`src/rtl/cordic_pkg.sv`:
```
// Shared definitions for the CORDIC sequencer: datapath width, legal calculator
// modes and the sequencer state encoding.
package cordic_pkg;

  localparam int W = 64;

  localparam logic [2:0] MODE_CIRC_ROT = 3'b000;
  localparam logic [2:0] MODE_HYP_ROT  = 3'b001;
  localparam logic [2:0] MODE_CIRC_VEC = 3'b100;
  localparam logic [2:0] MODE_HYP_VEC  = 3'b101;

  typedef enum logic [1:0] {
    S_IDLE,
    S_LOAD,
    S_RUN,
    S_RESP
  } cordic_seq_state_t;

  function automatic logic mode_legal(input logic [2:0] mode);
    return (mode == MODE_CIRC_ROT) || (mode == MODE_HYP_ROT) ||
           (mode == MODE_CIRC_VEC) || (mode == MODE_HYP_VEC);
  endfunction

endpackage

```
`src/rtl/cordic_watchdog.sv`:
```
// Saturating RUN-cycle counter; expire_o flags the TIMEOUT-th consecutive enabled cycle.
// Latency: combinational flag from a registered count; no backpressure.
module cordic_watchdog #(
  parameter int TIMEOUT = 80
) (
  input  logic clk,
  input  logic rst_n,
  input  logic clr_i,
  input  logic en_i,
  output logic expire_o
);

  localparam int CW = $clog2(TIMEOUT + 1);

  logic [CW-1:0] cnt_q;

  always_ff @(posedge clk or negedge rst_n) begin
    if (!rst_n) begin
      cnt_q <= '0;
    end else if (clr_i) begin
      cnt_q <= '0;
    end else if (en_i && (cnt_q != CW'(TIMEOUT))) begin
      cnt_q <= cnt_q + 1'b1;
    end
  end

  // The current cycle is counted, so the flag fires on the TIMEOUT-th RUN cycle.
  assign expire_o = en_i && (cnt_q == CW'(TIMEOUT - 1));

endmodule

```
`src/rtl/cordic_seq.sv`:
```
// Drives the iterative CORDIC calculator: accept job, hold startr low LOAD_CYCLES, run to done, respond.
// Optional RUN timeout under `CORDIC_SEQ_TIMEOUT_EN`; a stalled response parks the calculator in load.
module cordic_seq #(
  parameter int W           = cordic_pkg::W,
  parameter int LOAD_CYCLES = 2,
  parameter int TIMEOUT     = 80
) (
  input  logic         clk,
  input  logic         rst_n,
  input  logic         req_valid,
  output logic         req_ready,
  input  logic [2:0]   req_mode,
  input  logic [W-1:0] req_z,
  input  logic [W-1:0] req_x,
  input  logic [W-1:0] req_y,
  input  logic [5:0]   req_iters,
  output logic [W-1:0] cal_z,
  output logic [W-1:0] cal_xx,
  output logic [W-1:0] cal_yy,
  output logic [2:0]   cal_mode,
  output logic [5:0]   cal_dur,
  output logic         cal_startr,
  input  logic [W-1:0] cal_xo,
  input  logic [W-1:0] cal_yo,
  input  logic [W-1:0] cal_zo,
  input  logic         cal_done,
  output logic         rsp_valid,
  input  logic         rsp_ready,
  output logic [W-1:0] rsp_x,
  output logic [W-1:0] rsp_y,
  output logic [W-1:0] rsp_z,
  output logic         rsp_err
);

  import cordic_pkg::*;

  localparam int LCW = (LOAD_CYCLES > 1) ? $clog2(LOAD_CYCLES) : 1;

  cordic_seq_state_t state_q;
  logic [LCW-1:0]    load_cnt_q;
  logic              req_ready_q, startr_q, rsp_valid_q, rsp_err_q;
  logic [W-1:0]      cal_z_q, cal_xx_q, cal_yy_q;
  logic [2:0]        cal_mode_q;
  logic [5:0]        cal_dur_q;
  logic [W-1:0]      rsp_x_q, rsp_y_q, rsp_z_q;
  logic              load_last, timeout_hit;

  assign load_last = (load_cnt_q == LCW'(LOAD_CYCLES - 1));

`ifdef CORDIC_SEQ_TIMEOUT_EN
  cordic_watchdog #(.TIMEOUT(TIMEOUT)) u_watchdog (
    .clk      (clk),
    .rst_n    (rst_n),
    .clr_i    ((state_q == S_LOAD) && load_last),
    .en_i     (state_q == S_RUN),
    .expire_o (timeout_hit)
  );
`else
  assign timeout_hit = 1'b0;
`endif

  always_ff @(posedge clk or negedge rst_n) begin
    if (!rst_n) begin
      state_q     <= S_IDLE;
      load_cnt_q  <= '0;
      req_ready_q <= 1'b1;
      startr_q    <= 1'b0;
      rsp_valid_q <= 1'b0;
      rsp_err_q   <= 1'b0;
      cal_z_q     <= '0;
      cal_xx_q    <= '0;
      cal_yy_q    <= '0;
      cal_mode_q  <= '0;
      cal_dur_q   <= '0;
      rsp_x_q     <= '0;
      rsp_y_q     <= '0;
      rsp_z_q     <= '0;
    end else begin
      case (state_q)
        S_IDLE: if (req_valid && req_ready_q) begin
          cal_z_q     <= req_z;
          cal_xx_q    <= req_x;
          cal_yy_q    <= req_y;
          cal_mode_q  <= req_mode;
          cal_dur_q   <= req_iters;
          req_ready_q <= 1'b0;
          load_cnt_q  <= '0;
          if (mode_legal(req_mode)) begin
            state_q <= S_LOAD;
          end else begin
            state_q     <= S_RESP;
            rsp_valid_q <= 1'b1;
            rsp_err_q   <= 1'b1;
            rsp_x_q     <= '0;
            rsp_y_q     <= '0;
            rsp_z_q     <= '0;
          end
        end
        S_LOAD: begin
          // startr stays low here so the calculator latches the new operands.
          if (load_last) begin
            state_q  <= S_RUN;
            startr_q <= 1'b1;
          end else begin
            load_cnt_q <= load_cnt_q + 1'b1;
          end
        end
        S_RUN: begin
          if (cal_done) begin
            rsp_x_q     <= cal_xo;
            rsp_y_q     <= cal_yo;
            rsp_z_q     <= cal_zo;
            rsp_err_q   <= 1'b0;
            rsp_valid_q <= 1'b1;
            startr_q    <= 1'b0;
            state_q     <= S_RESP;
          end else if (timeout_hit) begin
            rsp_x_q     <= '0;
            rsp_y_q     <= '0;
            rsp_z_q     <= '0;
            rsp_err_q   <= 1'b1;
            rsp_valid_q <= 1'b1;
            startr_q    <= 1'b0;
            state_q     <= S_RESP;
          end
        end
        S_RESP: if (rsp_ready) begin
          rsp_valid_q <= 1'b0;
          req_ready_q <= 1'b1;
          state_q     <= S_IDLE;
        end
        default: state_q <= S_IDLE;
      endcase
    end
  end

  assign req_ready  = req_ready_q;
  assign cal_z      = cal_z_q;
  assign cal_xx     = cal_xx_q;
  assign cal_yy     = cal_yy_q;
  assign cal_mode   = cal_mode_q;
  assign cal_dur    = cal_dur_q;
  assign cal_startr = startr_q;
  assign rsp_valid  = rsp_valid_q;
  assign rsp_x      = rsp_x_q;
  assign rsp_y      = rsp_y_q;
  assign rsp_z      = rsp_z_q;
  assign rsp_err    = rsp_err_q;

endmodule

```
`config.mk`:
```
export PLATFORM = sky130hd
export DESIGN_NAME = cordic_seq
export DESIGN_NICKNAME = d
export VERILOG_FILES = /design/src/rtl/cordic_pkg.sv /design/src/rtl/cordic_watchdog.sv /design/src/rtl/cordic_seq.sv
export SDC_FILE = /design/constraint.sdc
export NUM_CORES = 1
export LEC_CHECK = 0
export ABC_AREA = 0
export CORE_AREA = 2 2 314 316
export DETAILED_ROUTE_END_ITERATION = 7
export DIE_AREA = 0 0 316 318
export PLACE_DENSITY = 0.4
export SLEW_MARGIN = 20
export SYNTH_ARGS = -nofsm -noshare
export SYNTH_HDL_FRONTEND = slang
export SYNTH_SLANG_ARGS = --single-unit
```
`constraint.sdc`:
```
create_clock -name clk -period 1.7 [get_ports clk]
set_input_delay 0.51 -clock clk [delete_from_list [all_inputs] [get_ports clk]]
set_output_delay 0.51 -clock clk [all_outputs]
set_load 0.05 [all_outputs]
```
# Yosys cells after proc, flatten, opt, wreduce, memory -nomap -nowiden
# Index checks and enable logic that the tools add are counted.
# W data, S select, Z words.
# totals
in_bits	398
reg_bits	400
output_inout_bits	397
word_cells	72
# op_classes
reduce_logical	18
n_eq_ne	11
n_addsub	1
n_mux	28
# op_table
operator	count
$pmux W64 S2	3
$mux W64	5
$mux W2	5
$ne A2 B2 Y1 const B	5
$mux W1	9
$pmux W1 S2	4
$pmux W2 S4	1
$reduce_and A4 Y1	2
$reduce_bool A2 Y1	4
$eq A3 B3 Y1 const B	2
$reduce_and A3 Y1	2
$reduce_and A5 Y1	1
$eq A2 B2 Y1 const B	2
$reduce_and A2 Y1	2
$eq A3 B1 Y1 const B	1
$logic_not A3 Y1	1
$logic_or A1 B1 Y1	3
$pmux W1 S3	1
$reduce_bool A3 Y1	1
$eq A2 B1 Y1 const B	1
$logic_not A2 Y1	1
$add A1 B1 Y1 const B	1
$logic_and A1 B1 Y1	1

# Longest topological paths before layout
# depth
depth_word	7
ltp_mapped	8
mapped_depth_nobuf	6

# Least setup slack after synthesis
# Ideal clock, no wire load.
# synth_path
path_kind	flip-flop to flip-flop
start	register req_ready_q, in the netlist req_ready
end	register rsp_y_q[0], in the netlist rsp_y[0]
arrival_time_ns	1.603
required_ns	1.579
path_slack_ns	-0.024
setup_time_ns	0.121
synth_period_minus_slack_ns	1.724
stages_incl_launch_ff	7
path_buffers	2
cell_sequence	dfstp_2 > nand3_1 > nand2_2 > o211ai_1 > buf_4 > clkbuf_1 > a22o_1
# synth_via
elab_chain_cells	3
# synth_rtl
item	line_no	rtl
start, declared	cordic_seq.sv:41	logic req_ready_q, startr_q, rsp_valid_q, rsp_err_q;
start signal, assigned	cordic_seq.sv:66	req_ready_q <= 1'b1;
start signal, assigned	cordic_seq.sv:86	req_ready_q <= 1'b0;
start signal, assigned	cordic_seq.sv:129	req_ready_q <= 1'b1;
$logic_and A1 B1 Y1	cordic_seq.sv:80	S_IDLE: if (req_valid && req_ready_q) begin
$ne A2 B2 Y1 (no line)	n/a	
$reduce_and A4 Y1 (no line)	n/a	
end signal, assigned	cordic_seq.sv:111	rsp_y_q <= cal_yo;
end, declared	cordic_seq.sv:45	logic [W-1:0] rsp_x_q, rsp_y_q, rsp_z_q;
# No other way between the ends.
# A chain may end at the register's enable or synchronous reset.

# Worst setup path in the final report
# layout_path
start	register req_ready_q, in the netlist req_ready
end	register rsp_y_q[23], in the netlist rsp_y[23]
# Same word-level chain as after synthesis.

==> flow_summary.yaml <==
grt:
  grt-ovfl-total: 0
  grt_first_pass_wirelength_um: 106000
  antenna_found_initial: 12
  grt_util_all_layers_pct: 14.3
  grt_pass1_vias: 15500
  grt_max_degree: 56
detailed_routing:
  route.detailed.drc: 0
  drtAntennaViolNets: 0
  drt_wl_total_um: 78700
  wl_per_cell_um: 21.0
  vias: 14400
  first_pass_iters: 4
  routed_via_density: 3.85
  drt-initial-drc-count: 570
cts:
  cts_root_buf: "clkbuf_16"
  ctsLongestPathBuffers: 3
  path_clk_slew_ns: 0.06
  clock_latency_ns: 0.61
  h-tree-depth: 2
  cts_tree: "yes"
  cts_buffers: 50
  clock_sinks: 400
placement:
  io_buffers: 794
  place_ws_ns: -0.637
  dp_hpwl_um: 53000
  gp_congestion: 0.787
power:
  p_total_mw: 74.9
  p_per_area_nw_per_um2: 2150
  peakVddDrop_uv: 1020
  leakagePower_nw: 16.2
hold_path:
  min-delay-path-class: "primary input to asynchronous set/reset pin"
worst_setup_path:
  cp_top_family: "buffers and inverters"
  cp_slowest_cell: "dfstp_2"
  crit_path_end_kind: "register"
  cp_num_buf_inv: 5
  rrSetupSlack_ns: -0.27
  start_kind: "register"
  cp_max_fo: 7
  crit_type: "register to register"
  slowest_delay_ns: 0.54
  crit_arrival_ns: 2.45
  crit_chain: "buf_4 > nand3_4 > nand2_4 > o211ai_1 > buf_4 > clkbuf_16 > buf_12 > bufbuf_16 > a22o_1"
  cp-startpoint: "req_ready"
  rr_startpoint: "req_ready"
  required_ns: 2.18
  crit_top_cell: "buf_4"
die:
  core_area_um2: 97400
  die_y_um: 318
  fp.dieW_um: 316
  initial_core_util_pct: 15.1
  dieArea_um2: 100000
  rows: 115
  io_pins: 795
layout:
  nNetsFinal: 2811
  syn_to_final_growth_pct: 136
  fill_cells: 9428
  drive_gt1_share_pct: 39.3
  final_common_cell: "nand2_1"
  final_cell_mix: "468 x nand2_1, 443 x buf_12, 396 x clkdlybuf4s50_1, 391 x dfrtp_1, 192 x a22o_1"
status:
  violations: "setup timing"
  status: "complete, but fails checks"
timing:
  finalHoldViolations: 0
  tns_ns: -51.59
  setup_viol: 490
  max_slew_margin_pct: 76.2
  fin_crit_ns: 1.97
  setup_ws_ns: -0.274
  report.final.slew_viol_count: 0
  finalCritPeriodShare_pct: 116
  fmax_mhz: 507
  worst_pin_slew_ns: 0.358
  rsz0062_at_grt: "true"
  skew_ns: 0.0193
yosys:
  ys_warn_count: 0
  netlist-cell-type-count: 24
  syn-num-nets: 1724
  synth_area_per_cell_um2: 11.2
  yosys.area.top_type: "dfrtp_1"
  synth_top_area_share_pct: 67.7
  synth.ff_latch_count: 400
  yosysSeqAreaShare_pct: 67.9
  netlist_area_um2: 14700
  synthTopCellsByArea: "dfrtp_1 68%, nand2_1 15%, a22o_1 11%, buf_6 1.5%, buf_2 1.0%"
  synthCells: 1321
run:
  drv_cap: 0
-- report_power, final --
group          switching [mW]  leakage, nW  internal (mW)
sequential               4.18         5.15           13.1
clock                    4.35        0.823           6.64
combinational            22.5         10.2           24.1
total                    31.1         16.2           43.9
-- final timing paths --
path | depth (start not counted) | to
hold / removal | 2 | rsp_z[14]
hold reg to reg | 2 | cal_z[52]
setup reg to reg | 9 | rsp_y[23]
min in group clk | 3 | cal_z[47]
setup / recovery | 9 | rsp_y[23]
max in group asynchronous | 4 | cal_yy[5]
-- state kept, by name, summed over array words and instances (netlist names) --
signal and count:
cal_z 64, rsp_y 64, rsp_err 1, rsp_valid 1, req_ready 1, state_q 2
cal_yy 64, cal_xx 64, load_cnt_q 1, cal_dur 6, cal_mode 3, cal_startr 1
rsp_x 64, rsp_z 64
-- metal layers --
metal | GRT usage, % | share of wire, % | wire length (µm) | vias up
met5 | 0 | 0.033 | 26 | -
met4 | 4.32 | 2.4 | 1880 | 4
met3 | 5.26 | 8.1 | 6390 | 100
met2 | 25.0 | 51 | 40200 | 544
met1 | 16.0 | 38 | 30200 | 7132
li1 | - | - | - | 6610
-- worst reg2reg max path: cells and delay by family (launching register included) --
kind / cells / cell delay, ns
AO/OA/AOI/OAI: 2 / 0.29
buffers and inverters: 5 / 0.87
flip-flops: 1 / 0.54
AND/OR/NAND/NOR: 2 / 0.16
-- cell usage after synthesis --
| cell | number |
|---|---|
| nor2_1 | 4 |
| a22o_1 | 193 |
| dfrtp_1 | 399 |
| inv_1 | 5 |
| o211ai_1 | 1 |
| clkbuf_2 | 1 |
| o41ai_1 | 1 |
| clkbuf_1 | 35 |
| a31oi_1 | 2 |
| a21oi_1 | 3 |
| and3_1 | 1 |
| o21ai_0 | 4 |
| nand2b_1 | 2 |
| dfstp_2 | 1 |
| o2bb2ai_1 | 1 |
| buf_6 | 20 |
| mux2i_1 | 4 |
| nand2_2 | 1 |
| ha_1 | 5 |
| nand2_1 | 604 |
| o31ai_1 | 1 |
| buf_4 | 1 |
| nand3_1 | 2 |
| buf_2 | 30 |
-- logic make-up (layout without fill, tap and decap cells) --
kind of cell	count (synthesis)	in the layout	share of synthesized area, %
and+or+nand+nor	614	614	15.7
buffers and inverters	92	1216	3.65
other	0	7	0
muxes	4	4	0.272
adders and majority gates	5	5	0.424
AOI/OAI and AO/OA	206	206	12.0
DFF	400	400	67.9
-- area by class of cell --
type                            instances  area [µm²]  area share, %
Sequential cell                       400       10000           28.8
Clock buffer                           80        1550           4.45
Inverter                                5        21.3         0.0612
Multi-Input combinational cell        829        4850           14.0
Timing Repair Buffer                 1122       16600           47.7
Antenna cell                            7        17.5         0.0504
Clock inverter                          9         124          0.356
Tap cell                             1287        1610           4.63
-- metrics by stage --
| step | instance area (µm²) | std cells | hold slack, ns | util, % |
|---|---|---|---|---|
| 5_1_grt | 34800 | 3739 | 0.369 | 35.7 |
| 3_5_place_dp | 29000 | 3422 | 0.407 | 29.8 |
| 6_report | 34800 | 3739 | 0.399 | 35.7 |
| 3_3_place_gp | 29000 | 3422 | 0.408 | 29.8 |
| 2_1_floorplan | 14800 | 1321 | 0.214 | - |
| 4_1_cts | 32900 | 3676 | 0.334 | 33.8 |
-- repair_timing --
action                                 in CTS  in global routing
setup endpoints to repair                 580                793
hold buffers                                1                  0
gates cloned                               30                 34
resized for setup                          72                246
buffers inserted                          135                 27
pin swaps                                  59                155
endpoints found under the hold margin      15                  0
Power figures use the tool's default switching activity.
==> RTL edit 1, RTL diff (same flow settings) <==
Set the parameter `LOAD_CYCLES` to 4 (it was 2).
--- a/src/rtl/cordic_seq.sv
+++ b/src/rtl/cordic_seq.sv
@@ -2,7 +2,7 @@
 // Optional RUN timeout under `CORDIC_SEQ_TIMEOUT_EN`; a stalled response parks the calculator in load.
 module cordic_seq #(
   parameter int W           = cordic_pkg::W,
-  parameter int LOAD_CYCLES = 2,
+  parameter int LOAD_CYCLES = 4,
   parameter int TIMEOUT     = 80
 ) (
   input  logic         clk,
Check against the original RTL: not settled (the Yosys comparison gave no result); the edit may change what the design does.
==> RTL edit 1 against the original RTL <==
- the run still ends with negative setup slack left
- final cell count fell by 4.9%
- clock skew down 0.0013 ns
- sequential cell count increased by 1
- design area shrank 4.2%
- power increased by 0.81%
- combinational power grew 3%
- global-route usage decreased by 0.75 points
- worst setup slack worse by 0.067 ns
- synthesized area increased by 5.3%
- wire length shrank 10%
- count of clock-buffer cells in the layout down 7
- highest routed layer unchanged
==> RTL edit 1: results (changes against the original RTL) <==
status: "finished with violations"  # unchanged
failed_checks: "negative setup slack"  # unchanged
layout-drive-gt1-share: 0.400  # was 0.393
synthDistinctLibCells: 23  # was 24
drt_pass1_iterations: 4  # unchanged
cp_max_fo: 18  # was 7
powerDensity_nw_per_um2: 2270  # was 2150 nW/um^2
setup_viol: 451  # was 490
viasPerCell: 3.78  # was 3.85
place.gp.congestion: 0.770  # was 0.787
netlist_top_cells_area: "dfrtp_1 64%, mux2_2 15%, nand2_1 9.4%"  # was dfrtp_1 68%, nand2_1 15%, a22o_1 11%
synth_async_sr_flop_share: 1.00  # unchanged
synth_ff_type: "dfrtp_1"  # unchanged
p_leak_nw: 14.3  # was 16.2 nW
maxSlewHeadroom: 0.692  # was 0.762
slowest_stage: "dfstp_4"  # was dfstp_2
r2r-start: "req_ready$_DFFE_PN1P_"  # unchanged
grt_use_total: 0.135  # was 0.143
cpPeakStageDelay_ns: 0.63  # was 0.54 ns
cts_inserted_buffers: 50  # unchanged
first_iter_violations: 456  # was 570
wl_um: 70500  # was 78700 um
via_count: 13500  # was 14400
r2r_cells: 7  # was 9
cpLargestDelayFamily: "flip-flops"  # was buffers and inverters
tns_ns: -84.44  # was -51.59 ns
place_hpwl_um: 49900  # was 53000 um
cts.clk_slew.worst_paths_ns: 0.06  # about the same
syn-num-nets: 1719  # was 1724
synth_area_per_cell_um2: 11.8  # was 11.2 um^2
synthAdderAreaFrac: 0.00484  # was 0.00424
clock_latency_ns: 0.61  # about the same
grt_pass1_wl_um: 101000  # was 106000 um
synth_compound_area_frac: 0.0698  # was 0.120
finalNetCount: 2626  # was 2811
antenna_found_initial: 12  # unchanged
synthTopCellsByCount: "400 x dfrtp_1, 387 x nand2_1, 200 x mux2_2"  # was 604 x nand2_1, 399 x dfrtp_1, 193 x a22o_1
place_area_um2: 29400  # was 29000 um^2
clockBufferDepth: 3  # unchanged
slew_violations: 0  # unchanged
portBuffers: 794  # unchanged
num-fill-cells: 9515  # was 9428
worstReg2RegEnd: "rsp_y[3]$_DFFE_PN0P_"  # was rsp_y[23]$_DFFE_PN0P_
synth_seq_area_share: 0.646  # was 0.679
cts_root_buf: "clkbuf_16"  # unchanged
dpl.cell_count: 3379  # was 3422
h-tree-depth: 2  # unchanged
synthXorXnorAreaFrac: 0  # unchanged
grt_max_degree: 63  # was 56
place_ws_ns: -0.670  # was -0.637 ns
hold-worst-slack_ns: 0.416  # was 0.399 ns
setup_ws_ns: -0.341  # was -0.274 ns
arrival_ns: 2.53  # was 2.45 ns
hp-class: "input pin to async pin"  # unchanged
fin_skew_ns: 0.0181  # was 0.0193 ns
synth.area.mux_share: 0.147  # was 0.00272
irDropWorstVdd_mv: 0.907  # was 1.02 mV
grt_pass1_vias: 14700  # was 15500
-- RTL edit 1: cell types whose count changed after synthesis, sizes merged, moves of 6 or more --
cell	change
o21ai	+196
nand2	-218
mux2	+200
buf	-6
clkbuf	+7
a22o	-193
-- RTL edit 1: how the worst max path moves through the flow --
| stage | start | endpoint | slack [ns] | cells past startpoint |
|---|---|---|---|---|
| after global placement | req_valid | rsp_z[43]$_DFFE_PN0P_ | -0.68 | 6 |
| after CTS | req_ready$_DFFE_PN1P_ | req_ready | -0.36 | 2 |
| after floorplan | state_q[0]$_DFFE_PN0P_ | rsp_z[53]$_DFFE_PN0P_ | -0.14 | 11 |
| after global routing | req_ready$_DFFE_PN1P_ | rsp_y[3]$_DFFE_PN0P_ | -0.39 | 7 |
| final | req_ready$_DFFE_PN1P_ | rsp_y[3]$_DFFE_PN0P_ | -0.34 | 7 |
| after detailed placement | req_valid | rsp_z[43]$_DFFE_PN0P_ | -0.67 | 6 |
-- RTL edit 1: layout make-up --
cell class	count	area share
Timing Repair Buffer	941	0.441
Sequential cell	401	0.301
Multi-Input combinational cell	821	0.161
Tap cell	1287	0.0483
Clock buffer	73	0.0444
Clock inverter	18	0.00312
Inverter	7	0.000788
Antenna cell	8	0.000601
-- RTL edit 1: timing repair --
action / in CTS / in global routing
hold buffers: 1 / 0
endpoints found under the setup margin: 788 / 795
buffers inserted: 16 / 10
cloned: 41 / 16
gates resized for setup: 88 / 124
hold endpoints to repair: 10 / 0
pin swaps: 18 / 22
-- RTL edit 1: metal layers --
layer  GRT usage  share of wire
met3      0.0568          0.098
met1       0.145           0.36
met4      0.0389          0.023
met2       0.240           0.52
met5           0        0.00078
-- RTL edit 1: where the power goes --
group	internal (mW)	switching, mW
clock network	6.01	4.36
logic	24.0	23.9
registers	13.3	3.97
total	43.4	32.2
==> RTL edit 2, RTL diff (same settings) <==
Made on the original files. Make the reset (`rst_n`) synchronous in one clocked block.
--- a/src/rtl/cordic_seq.sv
+++ b/src/rtl/cordic_seq.sv
@@ -59,7 +59,7 @@
   assign timeout_hit = 1'b0;
 `endif
 
-  always_ff @(posedge clk or negedge rst_n) begin
+  always_ff @(posedge clk) begin
     if (!rst_n) begin
       state_q     <= S_IDLE;
       load_cnt_q  <= '0;
Check against the original RTL: not equivalent (Yosys sat finds a counterexample within 4 cycles, from zero or initial values and one cycle with rst_n low; the reset may be asserted at any time).
==> RTL edit 2 against the original RTL <==
- the flow still finishes with violations (negative setup slack)
- synthesized area rose by 2.0%
- power fell by 28%
- sequential power fell by 27%
- sequential cell count did not move
- worst setup slack improved by 0.12 ns
- critical path depth did not move
- worst hold slack got worse by 0.20 ns
- design area fell by 2.4%
- wire length rose by 10%
==> RTL edit 2: results (changes against the original RTL) <==
clock_power_share: 0.207  # was 0.147
slowest_stage: "dfxtp_2"  # was dfstp_2
p_leak_nw: 12.5  # was 16.2 nW
wl_met1_um: 33800  # was 30200 um
arrival_ns: 2.34  # was 2.45 ns
cp_max_fo: 6  # was 7
viasPerCell: 4.15  # was 3.85
p_comb_frac: 0.557  # was 0.623
setup_ws_ns: -0.154  # was -0.274 ns
antenna_found_initial: 16  # was 12
place_hpwl_um: 58400  # was 53000 um
r2r-start: "state_q[0]$_SDFFE_PN0P_"  # was req_ready$_DFFE_PN1P_
instances_no_fill: 4030  # was 3739
setup_viol: 198  # was 490
grt_max_degree: 51  # was 56
status: "finished with violations"  # unchanged
syn-num-nets: 2202  # was 1724
finalNetCount: 3088  # was 2811
synth_seq_area_share: 0.533  # was 0.679
failed_checks: "negative setup slack"  # unchanged
wl_um: 86500  # was 78700 um
fin_skew_ns: 0.0232  # was 0.0193 ns
wl_met2_um: 43200  # was 40200 um
dpl.cell_count: 3815  # was 3422
cts_resized: 104  # was 72
synthTopCellsByCount: "602 x nand2_1, 400 x dfxtp_1, 203 x a21boi_0"  # was 604 x nand2_1, 399 x dfrtp_1, 193 x a22o_1
drt_pass1_iterations: 6  # was 4
place_ws_ns: -0.821  # was -0.637 ns
place.gp.congestion: 0.810  # was 0.787
grt_use_total: 0.151  # was 0.143
maxSlewHeadroom: 0.702  # was 0.762
synth_ff_type: "dfxtp_1"  # was dfrtp_1
hp-class: "input pin to register"  # was input pin to async pin
first_iter_violations: 894  # was 570
grt_pass1_vias: 16100  # was 15500
synthDistinctLibCells: 28  # was 24
irDropWorstVdd_mv: 0.815  # was 1.02 mV
cpPeakStageDelay_ns: 0.35  # was 0.54 ns
wl_met3_um: 6230  # was 6390 um
netlist_top_cells_area: "dfxtp_1 53%, nand2_1 15%, a21boi_0 10%"  # was dfrtp_1 68%, nand2_1 15%, a22o_1 11%
synth_area_per_cell_um2: 8.35  # was 11.2 um^2
grt_pass1_wl_um: 112000  # was 106000 um
clockBufferDepth: 3  # unchanged
switchingPower_mw: 21.4  # was 31.1 mW
synth_async_sr_flop_share: 0  # was 1.00
num-fill-cells: 9705  # was 9428
layout-drive-gt1-share: 0.431  # was 0.393
worstReg2RegEnd: "rsp_y[38]$_SDFFE_PN0P_"  # was rsp_y[23]$_DFFE_PN0P_
min_from: "rst_n"
cts_inserted_buffers: 53  # was 50
-- RTL edit 2: cell types whose count changed in the layout (fill, tap and decap cells not counted), moves of 19 or more --
cell and delta:
a22o_1 -192, a21boi_2 +22, dfxtp_2 +341, a21boi_1 +87, nand2_1 +80, nand4_1 +192, nand2_2 -64, dfrtp_1 -391
a21boi_0 +94, nand2_4 -19, dfxtp_4 +45, buf_4 -88, o21ai_1 +148, o21ai_0 +29
-- RTL edit 2: metrics by stage --
step,instance area (um^2),hold slack (ns),setup TNS (ns)
after floorplan,15100,0.456,-8.09
after global placement,29000,0.467,-270.47
after detailed placement,29000,0.476,-275.75
after CTS,31300,0.153,-28.44
after global routing,33900,0.167,-43.66
final,33900,0.199,-16.44
-- RTL edit 2: layer usage --
layer,up-vias,global-route usage
met5,-,0
met4,4,0.0678
met3,153,0.0499
met2,559,0.258
met1,8015,0.169
li1,7974,-
-- RTL edit 2: area by class of cell --
cell class / instances / area [um^2] / share of cell area
tap: 1287 / 1610 / 0.0475
timing repair buffer: 1006 / 15300 / 0.451
clock buffer: 86 / 1590 / 0.0469
clock inverter: 13 / 118 / 0.00347
inverter: 5 / 26.3 / 0.000774
sequential: 400 / 8600 / 0.254
multi-input combinational: 1219 / 6630 / 0.195
antenna: 14 / 35.0 / 0.00103
-- RTL edit 2: logic make-up (layout without fill, tap and decap cells) --
| group | Yosys count | after routing | share of synthesized area |
|---|---|---|---|
| AND/OR/NAND/NOR | 806 | 806 | 0.234 |
| AO/OA/AOI/OAI | 406 | 406 | 0.172 |
| flip-flops | 400 | 400 | 0.533 |
| buffers and inverters | 180 | 1110 | 0.0555 |
| adder cells (fa/ha/maj) | 5 | 5 | 0.00416 |
| multiplexers | 2 | 2 | 0.00142 |
| other | 0 | 14 | 0 |
